==> src/rtl/tt_ctrl_pkg.sv <==
// Shared types for the mux control-pad sequencer: FSM states, pad bit order, timer sizing.
// No logic; latency and backpressure are defined by the modules that import this package.
// The ctrl bit order matches pads 38/39/40.
package tt_ctrl_pkg;

   typedef enum logic [2:0] {
      IDLE,
      DIS,
      RST,
      RGAP,
      INC_HI,
      INC_LO,
      DONE
   } seq_state_t;

   localparam int CTRL_ENA       = 0;
   localparam int CTRL_INC       = 1;
   localparam int CTRL_SEL_RST_N = 2;
   localparam int CTRL_W         = 3;

   // Width of a down-counter that must hold max(p,g)-1; never narrower than one bit.
   function automatic int tmr_width(input int p, input int g);
      int m;
      m = (p > g) ? p : g;
      return (m > 1) ? $clog2(m) : 1;
   endfunction

endpackage

==> src/rtl/tt_ctrl_timer.sv <==
// Loadable phase down-counter with a zero flag; it holds at zero until reloaded.
// The load value is visible on the next cycle, and zero is combinational from the count.
// It has no backpressure, and the owner reloads it on every phase change.
module tt_ctrl_timer #(
   parameter int W = 1
) (
   input  logic         clk,
   input  logic         rst_n,
   input  logic         load,
   input  logic [W-1:0] load_val,
   output logic         zero
);

   logic [W-1:0] cnt_q;

   always_ff @(posedge clk or negedge rst_n) begin
      if (!rst_n) begin
         cnt_q <= '0;
      end else if (load) begin
         cnt_q <= load_val;
      end else if (cnt_q != '0) begin
         cnt_q <= cnt_q - 1'b1;
      end
   end

   assign zero = (cnt_q == '0);

endmodule

==> src/rtl/tt_ctrl_sequencer.sv <==
// Replays the tt mux selection protocol (disable, sel_rst_n pulse, addr x sel_inc pulses, optional enable).
// Latency from acceptance to done is G+P+G+addr*(P+G)+1 cycles, and every output is registered.
// req_ready is high only in IDLE, and a request that arrives while busy is ignored and not queued.
module tt_ctrl_sequencer
   import tt_ctrl_pkg::*;
#(
   parameter int ADDR_W       = 10,
   parameter int PULSE_CYCLES = 2,
   parameter int GAP_CYCLES   = 1
) (
   input  logic              clk,
   input  logic              rst_n,
   input  logic              req_valid,
   output logic              req_ready,
   input  logic [ADDR_W-1:0] req_addr,
   input  logic              req_ena,
   output logic              ctrl_ena,
   output logic              ctrl_sel_inc,
   output logic              ctrl_sel_rst_n,
   output logic              done,
   output logic [ADDR_W-1:0] sel_addr,
   output logic              sel_valid
);

   localparam int TW = tmr_width(PULSE_CYCLES, GAP_CYCLES);
   localparam logic [TW-1:0] P_LD = TW'(PULSE_CYCLES - 1);
   localparam logic [TW-1:0] G_LD = TW'(GAP_CYCLES - 1);

   seq_state_t        state_q, state_d;
   logic              tmr_load;
   logic [TW-1:0]     tmr_val;
   logic              tmr_zero;
   logic [ADDR_W-1:0] inc_cnt_q;
   logic [ADDR_W-1:0] addr_q;
   logic              ena_q;
   logic [CTRL_W-1:0] ctrl_q;
   logic              accept;

   assign accept = (state_q == IDLE) && req_valid && req_ready;

   tt_ctrl_timer #(.W(TW)) u_timer (
      .clk      (clk),
      .rst_n    (rst_n),
      .load     (tmr_load),
      .load_val (tmr_val),
      .zero     (tmr_zero)
   );

   always_ff @(posedge clk or negedge rst_n) begin
      if (!rst_n) begin
         state_q <= IDLE;
      end else begin
         state_q <= state_d;
      end
   end

   always_comb begin
      state_d  = state_q;
      tmr_load = 1'b0;
      tmr_val  = G_LD;
      case (state_q)
         IDLE: begin
            if (accept) begin
               state_d  = DIS;
               tmr_load = 1'b1;
               tmr_val  = G_LD;
            end
         end
         DIS: begin
            if (tmr_zero) begin
               state_d  = RST;
               tmr_load = 1'b1;
               tmr_val  = P_LD;
            end
         end
         RST: begin
            if (tmr_zero) begin
               state_d  = RGAP;
               tmr_load = 1'b1;
               tmr_val  = G_LD;
            end
         end
         RGAP: begin
            if (tmr_zero) begin
               if (inc_cnt_q == '0) begin
                  state_d = DONE;
               end else begin
                  state_d  = INC_HI;
                  tmr_load = 1'b1;
                  tmr_val  = P_LD;
               end
            end
         end
         INC_HI: begin
            if (tmr_zero) begin
               state_d  = INC_LO;
               tmr_load = 1'b1;
               tmr_val  = G_LD;
            end
         end
         INC_LO: begin
            // The counter is decremented here as well, so reaching one means this was the last pulse.
            if (tmr_zero) begin
               if (inc_cnt_q == ADDR_W'(1)) begin
                  state_d = DONE;
               end else begin
                  state_d  = INC_HI;
                  tmr_load = 1'b1;
                  tmr_val  = P_LD;
               end
            end
         end
         DONE:    state_d = IDLE;
         default: state_d = IDLE;
      endcase
   end

   always_ff @(posedge clk or negedge rst_n) begin
      if (!rst_n) begin
         inc_cnt_q <= '0;
         addr_q    <= '0;
         ena_q     <= 1'b0;
      end else if (accept) begin
         inc_cnt_q <= req_addr;
         addr_q    <= req_addr;
         ena_q     <= req_ena;
      end else if (state_q == INC_LO && tmr_zero) begin
         inc_cnt_q <= inc_cnt_q - 1'b1;
      end
   end

   // Pad outputs follow the current phase one cycle later; any pad not touched by a phase keeps its value.
   always_ff @(posedge clk or negedge rst_n) begin
      if (!rst_n) begin
         ctrl_q    <= '0;
         req_ready <= 1'b0;
         done      <= 1'b0;
         sel_addr  <= '0;
         sel_valid <= 1'b0;
      end else begin
         done      <= 1'b0;
         req_ready <= (state_q == IDLE) && !accept;
         case (state_q)
            DIS: begin
               ctrl_q[CTRL_ENA] <= 1'b0;
               sel_valid        <= 1'b0;
            end
            RST:    ctrl_q[CTRL_SEL_RST_N] <= 1'b0;
            RGAP:   ctrl_q[CTRL_SEL_RST_N] <= 1'b1;
            INC_HI: ctrl_q[CTRL_INC]       <= 1'b1;
            INC_LO: ctrl_q[CTRL_INC]       <= 1'b0;
            DONE: begin
               done             <= 1'b1;
               ctrl_q[CTRL_ENA] <= ena_q;
               sel_addr         <= addr_q;
               sel_valid        <= 1'b1;
            end
            default: ;
         endcase
      end
   end

   assign ctrl_ena       = ctrl_q[CTRL_ENA];
   assign ctrl_sel_inc   = ctrl_q[CTRL_INC];
   assign ctrl_sel_rst_n = ctrl_q[CTRL_SEL_RST_N];

endmodule

==> config.mk <==
export PLATFORM = sky130hd
export DESIGN_NAME = tt_ctrl_sequencer
export DESIGN_NICKNAME = d
export VERILOG_FILES = /design/src/rtl/tt_ctrl_pkg.sv /design/src/rtl/tt_ctrl_timer.sv /design/src/rtl/tt_ctrl_sequencer.sv
export SDC_FILE = /design/constraint.sdc
export NUM_CORES = 1
export LEC_CHECK = 0
export ABC_AREA = 0
export CORE_UTILIZATION = 31
export CTS_CLUSTER_DIAMETER = 30
export DETAILED_ROUTE_END_ITERATION = 10
export SYNTH_ARGS = -nofsm -noshare
export SYNTH_HDL_FRONTEND = slang
export SYNTH_SLANG_ARGS = --single-unit
==> constraint.sdc <==
create_clock -name clk -period 3.6 [get_ports clk]
set_input_delay 0.72 -clock clk [delete_from_list [all_inputs] [get_ports clk]]
set_output_delay 0.72 -clock clk [all_outputs]
set_load 0.005 [all_outputs]
==> metrics.md, run 1 <==
| Metric | Value |
|---|---|
| Utilization after layout | `40.1%` |
| Peak VDD IR | `between 0.0002 and 0.00025 V` |
| Cts repair resizes | `0` |
| CTS clk-pin slew, worst paths | `0.08 ns` |
| Nets@finish | `234` |
| Total number of vias | `1310` |
| Area contributors post-synth | `dfrtp_1, nand2_1, nand3_1` |
| Floorplan row count | `27` |
| Worst Setup Start Kind | `flop` |
| Family with the most delay on the worst path | `buffers and inverters` |
| Initial antenna violation count | `0` |
| Cell area after synthesis | `1830 sq um` |
| Number of distinct library cells after synthesis | `36` |
| Final Cycle Share | `53.5%` |
| Syn nets | `206` |
| Critical path data required time | `2.88 ns` |
| Post-synth EDFFs | `0` |
| Worst Max-Slew Pin Slew | `0.894 ns` |
| # DRC | `0` |
| Post-synthesis register bit count | `41` |
| Syn Inst Count | `around 190` |
| Crit path cell chain | `clkdlybuf4s50_1` |
| P&R area growth vs syn | `22.5%` |
| P_int | `0.00115 W` |
| Slowest Stage Delay on Critical Path | `~0.5 ns` |
| Clock root buffer | `clkbuf_8` |
| Register area share after synthesis | `56.2%` |
| Layout cells sized above 1 | `around 7%` |
| P_leak | `1.04 nW` |
| Reg2Reg Depth | `4` |
| Switching pwr | `0.000633 W` |
| Setup Buffers After CTS | `0` |
| Fillers | `between 500 and 600` |
| Core Region | `5570 sq um` |
| Iteration-0 DRC Markers | `67` |
| Synth warn | `0` |
| Ant diodes | `0` |
| Worst path slowest cell | `clkdlybuf4s50_1` |
| Worst hold-check path type | `reg -> reg` |
| Gr ovfl total | `0` |
| Hold endpoint | `sel_addr[4]` |
| Hpwl dp | `2.43 mm` |
| R2r setup slk | `1.81 ns` |
| Cts hold-fix bufs | `0` |
| Htree depth | `2` |
| Worst-Skew Late Latency | `roughly 0.30 ns` |
| Reg-to-reg startpoint | `state_q[1]` |
| RSZ-0062 raised after global routing | `false` |
| Most common cell in the netlist | `nand2_1` |
| PwrDens | `798 nW/um^2` |
| Cts bufs inserted | `5` |
| DRT Pass-1 Iters | `4` |
| Main synth FF type | `dfrtp_1` |
| Comb power frac | `a little over a third` |
| Initial Utilization | `between 30% and 40%` |
| Final WL | `between 3 and 4 mm` |
| Final hold vios | `0` |
| Vias in the first global route | `between 1k and 1.5k` |
| Post-synth top area cell | `dfrtp_1` |
| Port bufs | `29` |
| CTS tree | `done` |
| Avg Cell Area, Syn | `9.66 sq um` |
| RD Place Congestion | `between 0.8 and 0.9` |
| Crit Path Max Fanout | `4` |
| Synth cell count leaders | `nand2_1, dfrtp_1, nand3_1, o21ai_0, nor2_1` |
| Detailed-route wire length per cell | `between 10 and 15 um` |
| Worst reg2reg endpoint | `inc_cnt_q[8]` |
| Tot Pwr | `0.00179 W` |
| Maxcap violations | `0` |
| Fin Clk Skew | `between 0.005 and 0.006 ns` |
| # setup viols final | `0` |
| Via density per instance | `4.52` |
| Final Max Slew Viols | `0` |
| First-pass GRT wire length | `6.11 mm` |
| IO Pins | `30` |
| GRT Overall Usage | `13.1%` |
| Critical Path Sink Type | `primary output` |
| Rel. slew slack | `40.4%` |
| Hold Path Cell Cnt | `2` |
| Clock power frac | `16.6%` |
| Largest net degree at the start of global routing | `42` |
| Outcome | `completed` |
| FFs w/ async S/R, synth | `100%` |
| Die area | `6200 sq um` |
| Antenna Nets Post-Route | `0` |
| Setup tns final | `0 ns` |
| Die Width | `78.7 um` |
| Critical path arrival | `1.21 ns` |
| Top cell type's share of synthesized area | `56.2%` |
| Switching Fraction | `35.4%` |
| FMAX | `between 500 and 600 MHz` |
| Bufs and invs on worst path | `1` |
| Register share of total power | `48.3%` |
| Die height | `just under 80 um` |
| Clock Path Buffers | `2` |
| Clk sinks | `41` |
| HP Start | `addr_q[4]` |
| WS Path Type | `reg -> out` |
| Crit path time final | `1.93 ns` |
cells by family after synthesis:
family / synth area share (%)
simple gates: 27.8
flops: 56.2
compound gates: 6.31
buf+inv: 3.56
xor+xnor: 2.88
fa+ha+maj: 2.06
mux: 1.23
cells in the final DEF (no fill, tap or decap), types with 2 or more instances in the layout:
| cell type | synthesis | routed |
|---|---|---|
| clkinv_2 | 0 | 2 |
| a21oi_1 | 3 | 3 |
| clkdlybuf4s50_1 | 0 | 28 |
| mux2_2 | 2 | 2 |
| nand2_1 | 68 | 68 |
| o21ai_0 | 9 | 9 |
| nor3_1 | 2 | 2 |
| or2b_1 | 2 | 2 |
| o211ai_1 | 2 | 2 |
| clkbuf_8 | 0 | 5 |
| inv_1 | 4 | 4 |
| nor2_1 | 7 | 7 |
| ha_1 | 3 | 3 |
| nand3_1 | 9 | 9 |
| xor2_1 | 5 | 5 |
| nand4_1 | 2 | 2 |
| dfrtp_1 | 41 | 41 |
| nand2b_1 | 3 | 3 |
| and3_1 | 2 | 2 |
sequential cells by signal, indices dropped and copies added (netlist names):
| signal | cells |
|---|---|
| ctrl_q | 3 |
| inc_cnt_q | 10 |
| u_timer.cnt_q | 1 |
| sel_valid | 1 |
| req_ready | 1 |
| done | 1 |
| addr_q | 10 |
| ena_q | 1 |
| sel_addr | 10 |
| state_q | 3 |
area by class of cell:
class	count	area (sq um)	area share, %
Clock inverter	3	17.5	0.783
Multi-Input combinational cell	136	734	32.8
Clock buffer	5	68.8	3.08
Sequential cell	41	1030	45.9
Timing Repair Buffer	29	285	12.8
Inverter	4	15.0	0.671
Tap cell	72	90.1	4.03
per-stage QoR:
step / cell area [sq um] / hold slack, ns / setup slack (ns) / std cells
after global routing: 2240 / 0.498 / 1.58 / 290
after floorplan: 1830 / 0.424 / 2.12 / 189
after CTS: 2240 / 0.475 / 1.67 / 290
after global placement: 2150 / 0.458 / 1.43 / 282
final: 2240 / 0.465 / 1.67 / 290
after detailed placement: 2150 / 0.460 / 1.40 / 282
power by group through the flow:
stage	Clock, W	Combinational (W)	Sequential [W]
2_1_floorplan	0	0.000413	0.000827
3_3_place_gp	0	0.000619	0.000871
3_5_place_dp	0	0.000636	0.000870
4_1_cts	0.000304	0.000637	0.000866
5_1_grt	0.000324	0.000725	0.000904
6_report	0.000297	0.000626	0.000863
per-layer routing:
metal,GRT usage [%],part of all wire (%),up-vias
met5,0,0,-
met4,9.81,3.9,0
met3,2.53,3.0,9
met2,18.5,43,27
met1,17.5,50,587
li1,-,-,687
how the worst max path moves through the flow:
stage / slack (ns) / to / start / depth (start not counted)
floorplan: 2.12 / inc_cnt_q[8] / req_valid / 4
global placement: 1.43 / inc_cnt_q[8] / req_valid / 4
detailed placement: 1.40 / inc_cnt_q[8] / req_valid / 4
CTS: 1.67 / req_ready / req_ready / 1
global route: 1.58 / inc_cnt_q[9] / state_q[1] / 4
finish: 1.67 / req_ready / req_ready / 1
No activity file was read; power rests on OpenSTA's default activity.
==> run 2, diff against run 1 <==
==> constraint.sdc (replaced) <==
create_clock -name clk -period 1.6 [get_ports clk]
set_input_delay 0.32 -clock clk [delete_from_list [all_inputs] [get_ports clk]]
set_output_delay 0.32 -clock clk [all_outputs]
set_load 0.005 [all_outputs]
==> run 2 against run 1 <==
Net effect:
- worst hold slack improved by 0.0030 ns
- sequential power increased by 120%
- register-to-register slack worse by 1.8 ns
- die area stayed put
- cell count is 5.2% higher
- clock skew is 0.00054 ns higher
- global-route usage grew 0.49 points
- sequential cell count unchanged
- final area increased by 5.9%
- routed wire length up 8.4%
==> metrics.md, run 2 (synthesis results as in run 1) <==
| Metric | Value |
|---|---|
| FMAX | `639 MHz` |
| PwrDens | `1750 nW/um^2 (was 798 nW/um^2)` |
| DRT Pass-1 Iters | `4 (unchanged)` |
| Critical Path Sink Type | `flop (was primary output)` |
| Critical path data required time | `1.83 ns (was 2.88 ns)` |
| Worst Max-Slew Pin Slew | `0.423 ns (was 0.894 ns)` |
| Worst hold-check path type | `reg -> reg (unchanged)` |
| R2r setup slk | `0.04 ns (was 1.81 ns)` |
| Cts bufs inserted | `5 (unchanged)` |
| Setup ws final | `0.0354 ns (was 1.67 ns)` |
| Largest net degree at the start of global routing | `42 (unchanged)` |
| Final Cycle Share | `97.8%` |
| Rel. slew slack | `71.6% (was 40.4%)` |
| Critical path arrival | `1.80 ns (was 1.21 ns)` |
| Fin Clk Skew | `0.00637 ns (was 0.00583 ns)` |
| Hold endpoint | `sel_addr[6] (was sel_addr[4])` |
| Die area | `6200 sq um (unchanged)` |
| CTS tree | `done (unchanged)` |
| HP Start | `addr_q[6] (was addr_q[4])` |
| Layout cells sized above 1 | `12.9% (was 6.88%)` |
| Die height | `78.7 um (unchanged)` |
| Initial antenna violation count | `0 (unchanged)` |
| # DRC | `0 (unchanged)` |
| Peak VDD IR | `0.000626 V (was 0.000244 V)` |
| Ant diodes | `0 (unchanged)` |
| Crit path time final | `around 1.6 ns` |
| Vias in the first global route | `1325 (was 1308)` |
| Non-filler instance count after layout | `305 (was 290)` |
| Reg2Reg Depth | `6 (was 4)` |
| Final hold vios | `0 (unchanged)` |
| Iteration-0 DRC Markers | `52 (was 67)` |
| Maxcap violations | `0 (unchanged)` |
| Setup WS pre-CTS | `0.00335 ns (was 1.40 ns)` |
| Tot Pwr | `0.00416 W (was 0.00179 W)` |
| Reg-to-reg startpoint | `state_q[1] (unchanged)` |
| RSZ-0062 raised after global routing | `true (was false)` |
| Clock root buffer | `clkbuf_8 (unchanged)` |
| Antenna Nets Post-Route | `0 (unchanged)` |
| Placed Cells | `295 (was 282)` |
| WS Path Type | `reg -> reg (was reg -> out)` |
| Setup tns final | `0 ns (unchanged)` |
| Via density per instance | `4.53 (was 4.52)` |
| Top Registers | `addr_q: 10 flops, inc_cnt_q: 10 flops, sel_addr: 10 flops (unchanged)` |
| Final instance area | `2370 sq um (was 2240 sq um)` |
| Core Region | `5570 sq um (unchanged)` |
| Worst-Skew Late Latency | `0.29 ns (was 0.30 ns)` |
| P&R area growth vs syn | `29.8% (was 22.5%)` |
| Hold Path Cell Cnt | `2 (unchanged)` |
| Worst Setup Start Kind | `flop (unchanged)` |
| Total number of vias | `1383 (was 1310)` |
| Outcome | `completed (unchanged)` |
| Htree depth | `2 (unchanged)` |
| Gr ovfl total | `0 (unchanged)` |
| Detailed-route wire length per cell | `12.1 um (was 11.8 um)` |
| Floorplan row count | `27 (unchanged)` |
| IO Pins | `30 (unchanged)` |
| Final WL | `3.70 mm (was 3.41 mm)` |
| P_leak | `1.12 nW (was 1.04 nW)` |
| Hpwl dp | `2.65 mm (was 2.43 mm)` |
| Port bufs | `29 (unchanged)` |
| Fillers | `561 (was 566)` |
| Commonest non-fill, non-tap cell in the layout | `nand2_1 (unchanged)` |
| GRT Overall Usage | `13.6% (was 13.1%)` |
| Initial Utilization | `32.7% (unchanged)` |
| First-pass GRT wire length | `6.31 mm (was 6.11 mm)` |
| CTS clk-pin slew, worst paths | `0.08 ns (about the same)` |
| Commonest cells after routing, fill and taps aside | `nand2_1, dfrtp_1, clkdlybuf4s50_1 (unchanged)` |
| Clock Path Buffers | `2 (unchanged)` |
| RD Place Congestion | `0.794 (was 0.811)` |
| Final Max Slew Viols | `0 (unchanged)` |
| # setup viols final | `0 (unchanged)` |
| Worst reg2reg endpoint | `inc_cnt_q[8] (unchanged)` |
| Nets@finish | `249 (was 234)` |
| Crit Path Max Fanout | `10 (was 4)` |
| Clk sinks | `41 (unchanged)` |
| Placed cell areas | `2260 sq um (was 2150 sq um)` |
| Die Width | `78.7 um (unchanged)` |
## run 2: power by group
| group | leakage, nW | internal [W] | switching, W | total (W) |
|---|---|---|---|---|
| sequential | 0.517 | 0.00152 | 0.000367 | 0.00189 |
| combinational | 0.555 | 0.000884 | 0.000729 | 0.00161 |
| clock | 0.0439 | 0.000301 | 0.000353 | 0.000654 |
## run 2: final cells by class
| type | count | area, sq um | share of cell area [%] |
|---|---|---|---|
| Clock inverter | 3 | 17.5 | 0.739 |
| Tap cell | 72 | 90.1 | 3.80 |
| Timing Repair Buffer | 44 | 417 | 17.6 |
| Sequential cell | 41 | 1030 | 43.3 |
| Inverter | 4 | 15.0 | 0.634 |
| Multi-Input combinational cell | 136 | 736 | 31.0 |
| Clock buffer | 5 | 68.8 | 2.90 |
## run 2: worst max-delay path by stage
| stage | from | to | cells past startpoint |
|---|---|---|---|
| global route | state_q[1] | inc_cnt_q[2] | 5 |
| floorplan | state_q[1] | inc_cnt_q[8] | 6 |
| finish | state_q[1] | inc_cnt_q[8] | 6 |
| CTS | state_q[1] | inc_cnt_q[1] | 5 |
| global placement | req_valid | inc_cnt_q[4] | 5 |
| detailed placement | req_valid | inc_cnt_q[6] | 5 |
## run 2: stage by stage
step                      hold WS, ns  util, %
final                           0.468     42.5
after global routing            0.498     42.5
after CTS                       0.471     42.3
after detailed placement        0.314     40.6
after global placement          0.306     40.6
after floorplan                0.0244        -
## run 2: repair_timing
action | CTS | global route
hold endpoints to repair | 17 | 0
resized for setup | 0 | 3
endpoints found under the setup margin | 0 | 19
hold buffers | 1 | 0
buffers inserted | 0 | 1
## run 2: critical path: stages, from the launching register on
cell      delay, ns
dfrtp_1        0.43
buf_4          0.16
and4bb_1       0.27
buf_6          0.15
nand4_4        0.10
or3_1          0.32
nand3_1        0.08
## run 2: routing by layer
layer | up-vias | global-route usage [%] | routed length [um]
met5 | - | 0 | 0
met4 | 0 | 6.11 | 74
met3 | 5 | 3.68 | 165
met2 | 26 | 20.8 | 1730
met1 | 643 | 17.8 | 1720
li1 | 709 | - | -
==> run 3, diff against run 2 <==
--- a/config.mk
+++ b/config.mk
@@ -6,6 +6,7 @@
 export NUM_CORES = 1
 export LEC_CHECK = 0
 export ABC_AREA = 0
+export ABC_CLOCK_PERIOD_IN_PS = 1600
 export CORE_UTILIZATION = 31
 export CTS_CLUSTER_DIAMETER = 30
 export DETAILED_ROUTE_END_ITERATION = 10
==> results of run 3 <==
No change in the layout: final DEF, timing and power equal those of run 2.
